==> config.mk <==
export PLATFORM = sky130hd
export DESIGN_NAME = stack_unit
export DESIGN_NICKNAME = d
export VERILOG_FILES = /design/src/rtl/stack_unit.sv
export SDC_FILE = /design/constraint.sdc
export NUM_CORES = 1
export LEC_CHECK = 0
export ABC_AREA = 1
export CORE_MARGIN = 4
export CORE_UTILIZATION = 66
export DETAILED_ROUTE_END_ITERATION = 7
export HOLD_SLACK_MARGIN = 0.03
export MAX_ROUTING_LAYER = met4
export PLACE_DENSITY = 0.95
export SKIP_LAST_GASP = 1
export SLEW_MARGIN = 20
export SYNTH_ARGS = -nofsm -noshare
export SYNTH_HDL_FRONTEND = slang
export SYNTH_SLANG_ARGS = --single-unit
==> constraint.sdc <==
create_clock -name clk -period 6.6 [get_ports clk]
set_clock_uncertainty 0.05 [all_clocks]
set_input_delay 0.99 -clock clk [delete_from_list [all_inputs] [get_ports clk]]
set_output_delay 0.99 -clock clk [all_outputs]
set_load 0.01 [all_outputs]
==> src/rtl/stack_unit.sv <==
// Hardware data stack for the stack-processor datapath: DEPTH x WIDTH storage with
// combinational top/next-of-stack taps, depth tracking and sticky error flags.
module stack_unit #(
  parameter int WIDTH = 16,
  parameter int DEPTH = 16,
  parameter int AW    = 4
) (
  input  logic             clk,
  input  logic             reset,
  input  logic             push,
  input  logic             pop,
  input  logic [WIDTH-1:0] w_data,
  input  logic             clr_err,
  output logic [WIDTH-1:0] tos,
  output logic [WIDTH-1:0] nos,
  output logic [AW:0]      sp,
  output logic             empty,
  output logic             full,
  output logic             overflow,
  output logic             underflow
);

  logic [WIDTH-1:0] mem [DEPTH];
  logic [AW:0]      sp_q;
  logic             overflow_q;
  logic             underflow_q;

  logic [AW-1:0] top_idx;
  logic [AW-1:0] nos_idx;
  logic          push_only;
  logic          pop_only;
  logic          replace;
  logic          do_push;
  logic          do_pop;
  logic          do_replace;
  logic          overflow_evt;
  logic          underflow_evt;

  always_comb begin
    empty = (sp_q == '0);
    full  = (sp_q == (AW+1)'(DEPTH));
    // Low-bit arithmetic wraps modulo DEPTH, so a full stack still indexes DEPTH-1.
    top_idx = sp_q[AW-1:0] - AW'(1);
    nos_idx = sp_q[AW-1:0] - AW'(2);

    push_only = push & ~pop;
    pop_only  = pop & ~push;
    replace   = push & pop;

    do_push    = push_only & ~full;
    do_pop     = pop_only & ~empty;
    do_replace = replace & ~empty;

    overflow_evt  = push_only & full;
    underflow_evt = pop & empty;

    tos = empty ? '0 : mem[top_idx];
    nos = (sp_q < (AW+1)'(2)) ? '0 : mem[nos_idx];

    sp        = sp_q;
    overflow  = overflow_q;
    underflow = underflow_q;
  end

  always_ff @(negedge clk) begin
    if (reset) begin
      sp_q        <= '0;
      overflow_q  <= 1'b0;
      underflow_q <= 1'b0;
    end else begin
      if (do_push) begin
        sp_q <= sp_q + (AW+1)'(1);
      end else if (do_pop) begin
        sp_q <= sp_q - (AW+1)'(1);
      end
      // A new error event in the same edge beats clr_err.
      overflow_q  <= overflow_evt  | (overflow_q  & ~clr_err);
      underflow_q <= underflow_evt | (underflow_q & ~clr_err);
    end
  end

  // Storage is never cleared; entries above sp are simply stale.
  always_ff @(negedge clk) begin
    if (!reset) begin
      if (do_push) begin
        mem[sp_q[AW-1:0]] <= w_data;
      end else if (do_replace) begin
        mem[top_idx] <= w_data;
      end
    end
  end

endmodule

==> results.sh, run 1 <==
export IMPL_grt_use_total_pct=79.17
export IMPL_postCtsHoldBufs=0
export IMPL_ys_types=29
export IMPL_die_width_microns=152.7
export IMPL_grt_pass1_wl_microns=133500
export IMPL_synth_edf_count=256
export IMPL_grt_max_degree=57
export IMPL_clk_path_buf_depth=3
export IMPL_die_h_microns=152.7
export IMPL_preCtsSetupSlack_ns=-0.1468
export IMPL_cts_buffers=28
export IMPL_netlist_instances=1532
export IMPL_async_flop_share_pct=0
export IMPL_synth_seq_cells=263
export IMPL_firstError="[ERROR GRT-0116] Global routing finished with congestion. Check the congestion regions in the DRC Viewer."
export IMPL_avgSynthCellArea_sq_um=9.015
export IMPL_dp_cells=1844
export IMPL_rows=52
export IMPL_synth_area_sq_um=13810
export IMPL_synth_area_leaders="edfxtp_1, nand2_1, o211ai_1"
export IMPL_status="stopped before the end"
export IMPL_htreeDepth=1
export IMPL_dp_hpwl_microns=25700
export IMPL_yosysWarnings=0
export IMPL_grt_pass1_vias=19840
export IMPL_place_port_buffers=61
export IMPL_yosysTopAreaCell="edfxtp_1"
export IMPL_gp_congestion=0.9745
export IMPL_ys_flop_type="edfxtp_1"
export IMPL_yosys_top_cells_count="nand2_1, edfxtp_1, inv_1, o21ai_0, nand3_1"
export IMPL_grt_remaining_overflow=139
export IMPL_synth_seq_area_share_pct=56.68
export IMPL_cts_root_buf="clkbuf_16"
export IMPL_haltStage="global routing (5_1_grt)"
export IMPL_syn_nets=1561
export IMPL_io_pins=62
export IMPL_yosysMostFrequentCell="nand2_1"
export IMPL_initial_core_util_pct=67.60
export IMPL_clkSinkCount=263
export IMPL_yosysTopAreaCellShare_pct=55.66
[routing by layer]
metal	GRT usage (%)	GRT overflow
met5	-	-
met4	79.93	55
met3	66.74	3
met2	90.56	79
met1	76.86	2
[what timing repair did]
item / 4_1_cts
setup endpoints to repair: 35
setup buffers: 34
gates cloned: 21
pin swaps: 84
resized for setup: 363
[logic make-up after synthesis]
group / share of synthesized area (%)
AND/OR/NAND/NOR: 18.83
flip-flops: 56.68
adder cells (fa/ha/maj): 0.7791
buffers and inverters: 8.081
AO/OA/AOI/OAI: 14.89
XOR/XNOR: 0.7430
[metrics by stage]
step	area [sq um]	TNS (ns)
after floorplan	13810	0
after global placement	15290	-0.06189
after detailed placement	15290	-0.9399
after CTS	18650	-5.505
==> run 2: changes to the inputs <==
- CORE_UTILIZATION: 66 -> 40
- HOLD_SLACK_MARGIN: 0.03 -> unset
- MAX_ROUTING_LAYER: met4 -> unset
- PLACE_DENSITY: 0.95 -> unset
- PLACE_DENSITY_LB_ADDON: unset -> 0.15
==> results.sh, run 2 <==
export IMPL_power_frac_comb_pct=43.6
export IMPL_setup_tns_ns=-4.825
export IMPL_postCtsHoldBufs=0
export IMPL_start_kind="flip-flop"
export IMPL_final_common_cell="inv_1"
export IMPL_synth_edf_count=256
export IMPL_synth_area_sq_um=13810
export IMPL_drt_iter0_markers=1133
export IMPL_slew_headroom_pct=50.33
export IMPL_coreArea_sq_um=33780
export IMPL_p_leak_nw=8.658
export IMPL_r2r_cells=9
export IMPL_ys_flop_type="edfxtp_1"
export IMPL_netlist_instances=1532
export IMPL_htreeDepth=1
export IMPL_initial_core_util_pct=40.88
export IMPL_place_port_buffers=61
export IMPL_max_flop_register="mem"
export IMPL_cts_root_buf="clkbuf_16"
export IMPL_cp_required_ns=5.56
export IMPL_yosysMostFrequentCell="nand2_1"
export IMPL_die_area_sq_um=37560
export IMPL_final_hold_viol_count=0
export IMPL_crit_chain="clkinvlp_4 -> ha_4 -> buf_12 -> buf_12 -> a21oi_4 -> o21ai_1 -> nand2_1 -> nor2_1 -> nor2_2 -> nor2_2 -> buf_6 -> buf_6"
export IMPL_die_width_microns=193.8
export IMPL_grt_pass1_vias=12780
export IMPL_grt_use_total_pct=24.64
export IMPL_layout_common_cells="inv_1, nand2_1, edfxtp_1"
export IMPL_cp_max_fo=8
export IMPL_powerDensity_nw_per_um2=379.4
export IMPL_route_detailed_drc=0
export IMPL_hold_path_class="flip-flop to flip-flop"
export IMPL_viasPerCell=5.465
export IMPL_maxCapViolations=0
export IMPL_clkPwrFrac_pct=30.5
export IMPL_status="finished, violations left"
export IMPL_clkLatencyLatePin_ns=0.61
export IMPL_nNetsFinal=1986
export IMPL_yosys_top_cells_count="nand2_1, edfxtp_1, inv_1, o21ai_0, nand3_1"
export IMPL_worstSetupPathType="flip-flop to output pin"
export IMPL_async_flop_share_pct=0
export IMPL_yosysWarnings=0
export IMPL_fin_ws_ns=-0.3326
export IMPL_io_pins=62
export IMPL_clkSinkCount=263
export IMPL_area_growth_pct=40.60
export IMPL_clk_pin_slew_worst_paths_ns=0.04
export IMPL_rsz0062_at_grt="true"
export IMPL_hold_path_cell_count=2
export IMPL_p_sw_share_pct=40.16
export IMPL_seq_power_share_pct=25.9
export IMPL_drv_slew=0
export IMPL_synth_seq_area_share_pct=56.68
export IMPL_syn_nets=1561
export IMPL_grt_max_degree=76
export IMPL_layout_drive_gt1_share_pct=19.25
export IMPL_slowest_delay_ns=0.38
export IMPL_cts_buffers=31
export IMPL_yosysTopAreaCell="edfxtp_1"
export IMPL_die_h_microns=193.8
export IMPL_synth_seq_cells=263
export IMPL_failed_checks="setup timing"
export IMPL_crit_family="buffers and inverters"
export IMPL_nFillCells=2883
export IMPL_dp_hpwl_microns=27330
export IMPL_layout_area_seq_sq_um=7836
export IMPL_rows=67
export IMPL_setup_viol=26
export IMPL_vias=13270
export IMPL_finalWirelength_microns=50840
export IMPL_largest_reg_flops=256
export IMPL_ys_types=29
export IMPL_worstMarginPinSlew_ns=0.7427
export IMPL_grt_pass1_wl_microns=72190
export IMPL_ir_worst_vdd_v=0.0002527
export IMPL_cts_tree="built"
export IMPL_gp_congestion=0.8362
export IMPL_cp_num_buf_inv=5
export IMPL_avgSynthCellArea_sq_um=9.015
export IMPL_wl_per_cell_microns=20.94
export IMPL_multiInputGateArea_sq_um=5324
export IMPL_antenna_found_initial=5
export IMPL_worstPathArrival_ns=5.89
export IMPL_holdWs_ns=0.4041
export IMPL_critPathSlowestCell="ha_4"
export IMPL_ant_nets=0
export IMPL_yosysTopAreaCellShare_pct=55.66
export IMPL_synth_area_leaders="edfxtp_1, nand2_1, o211ai_1"
export IMPL_cp_depth=12
export IMPL_p_sw_w=0.002959
export IMPL_internal_power_w=0.004408
export IMPL_endpoint_kind="output pin"
export IMPL_grt_remaining_overflow=0
export IMPL_firstDrtPassIters=6
export IMPL_clk_path_buf_depth=3
[run 2: worst min-delay path, cell delays in order, from the launching register on]
cell and delay (ns):
dfxtp_1 0.30, nand2_1 0.06, a21oi_1 0.05
[run 2: cells by family (layout without fill, tap and decap cells)]
kind of cell | count (synthesis) | in the layout | synth area share [%]
simple gates | 643 | 643 | 18.83
xor+xnor | 7 | 7 | 0.7430
flops | 263 | 263 | 56.68
other cells | 0 | 1 | 0
buf+inv | 250 | 697 | 8.081
compound gates | 361 | 361 | 14.89
fa+ha+maj | 8 | 8 | 0.7791
[run 2: routing by layer]
metal / share of wire (%) / GRT usage (%) / up-vias / wire length (microns)
met2: 47 / 39.91 / 756 / 23980
met4: 3.5 / 10.10 / 8 / 1759
met1: 39 / 31.31 / 6252 / 19860
met3: 10 / 6.968 / 132 / 5184
met5: 0.12 / 0 / - / 61
li1: - / - / 6120 / -
[run 2: metrics by stage]
step	cell area (sq um)	util (%)	setup WS (ns)	instances	power, W
detailed placement	15630	46.27	-0.1349	2041	0.004611
global route	19410	57.47	-0.4271	2427	0.007836
floorplan	13810	-	0.002627	1532	0.003430
global placement	15630	46.27	-0.1608	2041	0.004603
finish	19420	57.48	-0.3326	2428	0.007366
CTS	18500	54.76	-0.3078	2385	0.007101
[run 2: power by group through the flow]
| stage | Combinational [W] | Clock (W) | Sequential, W |
|---|---|---|---|
| 2_1_floorplan | 0.00126 | 0.000237 | 0.00193 |
| 4_1_cts | 0.00288 | 0.00231 | 0.00191 |
| 6_report | 0.00321 | 0.00225 | 0.00191 |
| 3_3_place_gp | 0.00244 | 0.000237 | 0.00192 |
| 3_5_place_dp | 0.00245 | 0.000237 | 0.00192 |
| 5_1_grt | 0.00341 | 0.00252 | 0.00191 |
[run 2: cell type report]
cell class	count	area share, %
antenna	1	0.01289
timing repair buffer	236	16.44
inverter	143	2.925
sequential	263	40.36
multi-input combinational	1019	27.42
clock inverter	287	5.960
clock buffer	31	3.995
tap	448	2.887
[run 2: path summary, 6_finish.rpt]
path | start | to | slack, ns
worst min register to register | overflow | overflow | 0.40
worst min-delay path | overflow | overflow | 0.40
worst max register to register | sp[0] | mem[2][3] | 3.88
worst max-delay path | sp[0] | tos[6] | -0.33
[run 2: what timing repair did]
action	in CTS	in global routing
cloned	12	24
setup endpoints to repair	34	32
buffers inserted	18	23
pin swaps	27	64
gates resized for setup	249	136
No activity file was read; power rests on OpenSTA's default activity.
==> run 3: changes to the inputs <==
--- a/config.mk
+++ b/config.mk
@@ -12,2 +12,3 @@
 export PLACE_DENSITY_LB_ADDON = 0.15
+export RECOVER_POWER = 50
 export SKIP_LAST_GASP = 1
==> constraint.sdc (replaced) <==
create_clock -name clk -period 6.6 [get_ports clk]
set_clock_uncertainty 0.05 [all_clocks]
set_input_delay 1.32 -clock clk [delete_from_list [all_inputs] [get_ports clk]]
set_output_delay 1.32 -clock clk [all_outputs]
set_load 0.01 [all_outputs]
==> results.sh, run 3 (synthesis results as in run 2) <==
export IMPL_grt_pass1_vias=13360
export IMPL_htreeDepth=1
export IMPL_die_width_microns=193.8
export IMPL_finalWirelength_microns=51110
export IMPL_cts_root_buf="clkbuf_16"
export IMPL_clk_pin_slew_worst_paths_ns=0.03
export IMPL_die_area_sq_um=37560
export IMPL_failed_checks="setup timing"
export IMPL_final_core_util_pct=59.01
export IMPL_cts_tree="built"
export IMPL_layout_common_cells="inv_1, nand2_1, edfxtp_1"
export IMPL_vias=13370
export IMPL_route_detailed_drc=0
export IMPL_cp_required_ns=5.23
export IMPL_coreArea_sq_um=33780
export IMPL_grt_max_degree=43
export IMPL_slew_headroom_pct=36.95
export IMPL_grt_use_total_pct=25.91
export IMPL_final_area_sq_um=19940
export IMPL_ir_worst_vdd_v=0.0002342
export IMPL_max_flop_register="mem"
export IMPL_dp_hpwl_microns=29670
export IMPL_worstPathArrival_ns=5.77
export IMPL_hold_path_class="flip-flop to flip-flop"
export IMPL_firstDrtPassIters=6
export IMPL_rsz0062_at_grt="true"
export IMPL_io_pins=62
export IMPL_wl_per_cell_microns=20.85
export IMPL_final_common_cell="inv_1"
export IMPL_drv_slew=0
export IMPL_fin_ws_ns=-0.5420
export IMPL_final_hold_viol_count=0
export IMPL_layout_drive_gt1_share_pct=22.82
export IMPL_area_growth_pct=44.35
export IMPL_diodes=0
export IMPL_grt_pass1_wl_microns=75340
export IMPL_nNetsFinal=2008
export IMPL_viasPerCell=5.455
export IMPL_ff2ff_setup_slack_ns=3.79
export IMPL_clkSinkCount=263
export IMPL_maxCapViolations=0
export IMPL_drt_iter0_markers=1386
export IMPL_worstSetupPathType="flip-flop to output pin"
export IMPL_antenna_found_initial=0
export IMPL_powerDensity_nw_per_um2=379.8
export IMPL_p_leak_nw=8.889
export IMPL_clkLatencyLatePin_ns=0.62
export IMPL_initial_core_util_pct=40.88
export IMPL_setup_viol=32
export IMPL_ant_nets=0
export IMPL_worstMarginPinSlew_ns=0.9458
export IMPL_cts_buffers=31
export IMPL_rows=67
export IMPL_start_kind="flip-flop"
export IMPL_placed_area_sq_um=15940
export IMPL_preCtsSetupSlack_ns=-0.4224
export IMPL_die_h_microns=193.8
export IMPL_grt_remaining_overflow=0
export IMPL_setup_tns_ns=-14.28
export IMPL_endpoint_kind="output pin"
export IMPL_clk_path_buf_depth=3
export IMPL_status="finished, violations left"
export IMPL_gp_congestion=0.8699
export IMPL_postCtsHoldBufs=0
export IMPL_largest_reg_flops=256
export IMPL_nFillCells=2901
export IMPL_cp_max_fo=7
export IMPL_place_port_buffers=61
[run 3: cell types whose count changed in the layout (fill, tap and decap cells not counted), moves of 8 or more]
cell             change
clkbuf_16           -11
nand2_2             +16
o21ai_1             +30
dlygate4sd3_1       +20
a21oi_2             +16
nor2_4              +15
o21ai_0             -35
clkinvlp_2           -8
nor2_1              -19
nand2_1             -16
clkdlybuf4s50_1     -23
buf_12               +8
a21oi_1             -16
[run 3: layout make-up]
| type | instances | area (sq um) | share of cell area [%] |
|---|---|---|---|
| inverters | 143 | 569.3 | 2.856 |
| well taps | 448 | 560.5 | 2.812 |
| multi-input cells | 1019 | 5603 | 28.11 |
| repair buffers | 258 | 3385 | 16.98 |
| flip-flops and latches | 263 | 7835 | 39.30 |
| clock inverters | 289 | 1207 | 6.057 |
| clock buffers | 31 | 775.7 | 3.891 |
[run 3: path summary, 6_finish.rpt]
check	startpoint	cells after the start	endpoint
setup / recovery	sp[0]	12	tos[2]
hold / removal	overflow	2	overflow
setup reg to reg	sp[3]	13	mem[5][12]
hold reg to reg	overflow	2	overflow
[run 3: layer usage]
layer	GRT usage (%)	vias to the layer above	routed length (microns)
met2	41.24	750	24040
met4	13.31	0	1960
met3	5.925	139	4715
li1	-	6167	-
met1	33.30	6315	20390
met5	0	-	0
[run 3: what timing repair did]
| action | 4_1_cts | 5_1_grt |
|---|---|---|
| resized for setup | 355 | 142 |
| buffers inserted | 30 | 18 |
| cloned | 24 | 9 |
| setup endpoints to repair | 36 | 33 |
| pin swaps | 95 | 101 |
[run 3: stage by stage]
| stage | cells | hold slack (ns) | total power (W) |
|---|---|---|---|
| after floorplan | 1532 | 0.4311 | 0.003506 |
| after global placement | 2064 | 0.4015 | 0.004719 |
| after detailed placement | 2064 | 0.4018 | 0.004731 |
| after CTS | 2433 | 0.4071 | 0.007390 |
| after global routing | 2451 | 0.4271 | 0.008032 |
| final | 2451 | 0.4022 | 0.007572 |
[run 3: report_power, final]
part / internal (W) / leakage [nW] / switching (W)
logic: 0.00144 / 4.60 / 0.00190
clock network: 0.00121 / 1.92 / 0.00111
registers: 0.00189 / 2.36 / 0.0000194
total: 0.00454 / 8.89 / 0.00303
[run 3: critical path, cell delays in order, from the launching register on]
cell and delay, ns:
dfxtp_4 0.40, inv_6 0.06, ha_4 0.33, clkinv_8 0.11
buf_12 0.16, buf_6 0.13, a21oi_1 0.14, o21ai_1 0.10
nand3_1 0.08, nand3_1 0.07, nand2_1 0.09, nor2_2 0.05
buf_2 0.14
==> run 4: changes to the inputs <==
- SKIP_CTS_REPAIR_TIMING: unset -> 1
==> results.sh, run 4 (synthesis results as in run 2) <==
export IMPL_finalWirelength_microns=49730
export IMPL_placed_area_sq_um=15940
export IMPL_grt_pass1_vias=12590
export IMPL_final_area_sq_um=19040
export IMPL_ir_worst_vdd_v=0.0002203
export IMPL_worstPathArrival_ns=5.74
export IMPL_grt_pass1_wl_microns=69350
export IMPL_p_leak_nw=8.605
export IMPL_coreArea_sq_um=33780
export IMPL_initial_core_util_pct=40.88
export IMPL_holdCritStartpoint="overflow"
export IMPL_area_growth_pct=37.89
export IMPL_start_kind="flip-flop"
export IMPL_grt_use_total_pct=23.70
export IMPL_hold_path_cell_count=2
export IMPL_antenna_found_initial=0
export IMPL_cp_max_fo=10
export IMPL_routed_wl_met2_microns=23610
export IMPL_wl_met1_microns=20310
export IMPL_drv_slew=0
export IMPL_reg2reg_to="mem[5][12]"
export IMPL_cts_tree="built"
export IMPL_powerDensity_nw_per_um2=377.7
export IMPL_grt_max_degree=75
export IMPL_nNetsFinal=1983
export IMPL_layout_drive_gt1_share_pct=18.40
export IMPL_rsz0062_at_grt="true"
export IMPL_dp_hpwl_microns=29670
export IMPL_clkLatencyLatePin_ns=0.61
export IMPL_place_port_buffers=61
export IMPL_vias=12980
export IMPL_nFillCells=3038
export IMPL_setup_viol=32
export IMPL_r2r_cells=13
export IMPL_crit_chain="inv_4 -> ha_4 -> buf_12 -> buf_12 -> a21oi_1 -> o21ai_1 -> nand3_1 -> nand3_1 -> nand2_1 -> nor2_4 -> buf_6"
export IMPL_io_pins=62
export IMPL_viasPerCell=5.348
export IMPL_worstMarginPinSlew_ns=0.9220
export IMPL_drt_iter0_markers=1196
export IMPL_multiInputGateArea_sq_um=5279
export IMPL_endpoint_kind="output pin"
export IMPL_failed_checks="setup timing"
export IMPL_route_detailed_drc=0
export IMPL_critPathSlowestCell="dfxtp_4"
export IMPL_cts_root_buf="clkbuf_16"
export IMPL_preCtsSetupSlack_ns=-0.4224
export IMPL_cts_buffers=31
export IMPL_clkSinkCount=263
export IMPL_die_h_microns=193.8
export IMPL_final_core_util_pct=56.37
export IMPL_layout_area_seq_sq_um=7833
export IMPL_reg2reg_from="sp[1]"
export IMPL_clk_path_buf_depth=3
export IMPL_slowest_delay_ns=0.39
export IMPL_layout_common_cells="inv_1, nand2_1, edfxtp_1"
export IMPL_die_width_microns=193.8
export IMPL_ant_nets=0
export IMPL_power_w=0.007192
export IMPL_largest_reg_flops=256
export IMPL_max_flop_register="mem"
export IMPL_slew_headroom_pct=38.53
export IMPL_grt_remaining_overflow=0
export IMPL_clk_pin_slew_worst_paths_ns=0.03
export IMPL_wl_per_cell_microns=20.49
export IMPL_firstDrtPassIters=6
export IMPL_final_common_cell="inv_1"
export IMPL_rows=67
export IMPL_top_layer_used="met4"
export IMPL_min_to="overflow"
export IMPL_final_hold_viol_count=0
export IMPL_gp_congestion=0.8699
export IMPL_htreeDepth=1
export IMPL_ff2ff_setup_slack_ns=3.77
export IMPL_hold_path_class="flip-flop to flip-flop"
export IMPL_worstSetupPathType="flip-flop to output pin"
export IMPL_wl_met3_microns=4297
export IMPL_fin_ws_ns=-0.5148
export IMPL_die_area_sq_um=37560
export IMPL_maxCapViolations=0
export IMPL_setup_tns_ns=-13.55
export IMPL_status="finished, violations left"
export IMPL_cp_required_ns=5.23
## run 4: changes by cell type in the layout (fill, tap and decap cells not counted), moves of 13 or more
cell	delta
buf_6	-18
nand2_2	-19
o21ai_0	+41
nor2_4	-13
o21ai_1	-35
nand2_1	+20
a21oi_2	-15
a21oi_1	+17
## run 4: where the power goes
group | leakage [nW] | switching [W] | internal (W)
sequential | 2.36 | 0.0000176 | 0.00189
combinational | 4.32 | 0.00175 | 0.00122
clock | 1.92 | 0.00110 | 0.00121
## run 4: worst max-delay path: cells and delay by family (launching register included)
family	cells	cell delay, ns
adders and majority gates	1	0.32
DFF	1	0.39
and+or+nand+nor	4	0.47
buffers and inverters	4	0.48
AOI/OAI and AO/OA	2	0.17
## run 4: layout make-up
| type | count | area share (%) |
|---|---|---|
| Sequential cell | 263 | 41.13 |
| Multi-Input combinational cell | 1019 | 27.72 |
| Timing Repair Buffer | 233 | 14.86 |
| Clock inverter | 289 | 6.340 |
| Clock buffer | 31 | 4.074 |
| Tap cell | 448 | 2.943 |
| Inverter | 143 | 2.924 |
| Antenna cell | 1 | 0.01314 |
## run 4: worst max path at each step
stage	endpoint	startpoint
floorplan	tos[6]	sp[0]
global placement	mem[5][11]	reset
detailed placement	mem[5][13]	reset
CTS	tos[4]	sp[0]
global route	tos[13]	sp[1]
finish	tos[13]	sp[0]
## run 4: per-stage QoR
stage | std cells | hold WS, ns
floorplan | 1532 | 0.4311
global placement | 2064 | 0.4015
detailed placement | 2064 | 0.4018
CTS | 2383 | 0.4071
global route | 2426 | 0.4271
finish | 2427 | 0.4025
## run 4: metal layers
layer | track usage, % | vias up
met5 | 0 | -
met4 | 10.49 | 0
met3 | 5.543 | 92
met2 | 38.48 | 649
met1 | 30.44 | 6133
li1 | - | 6106
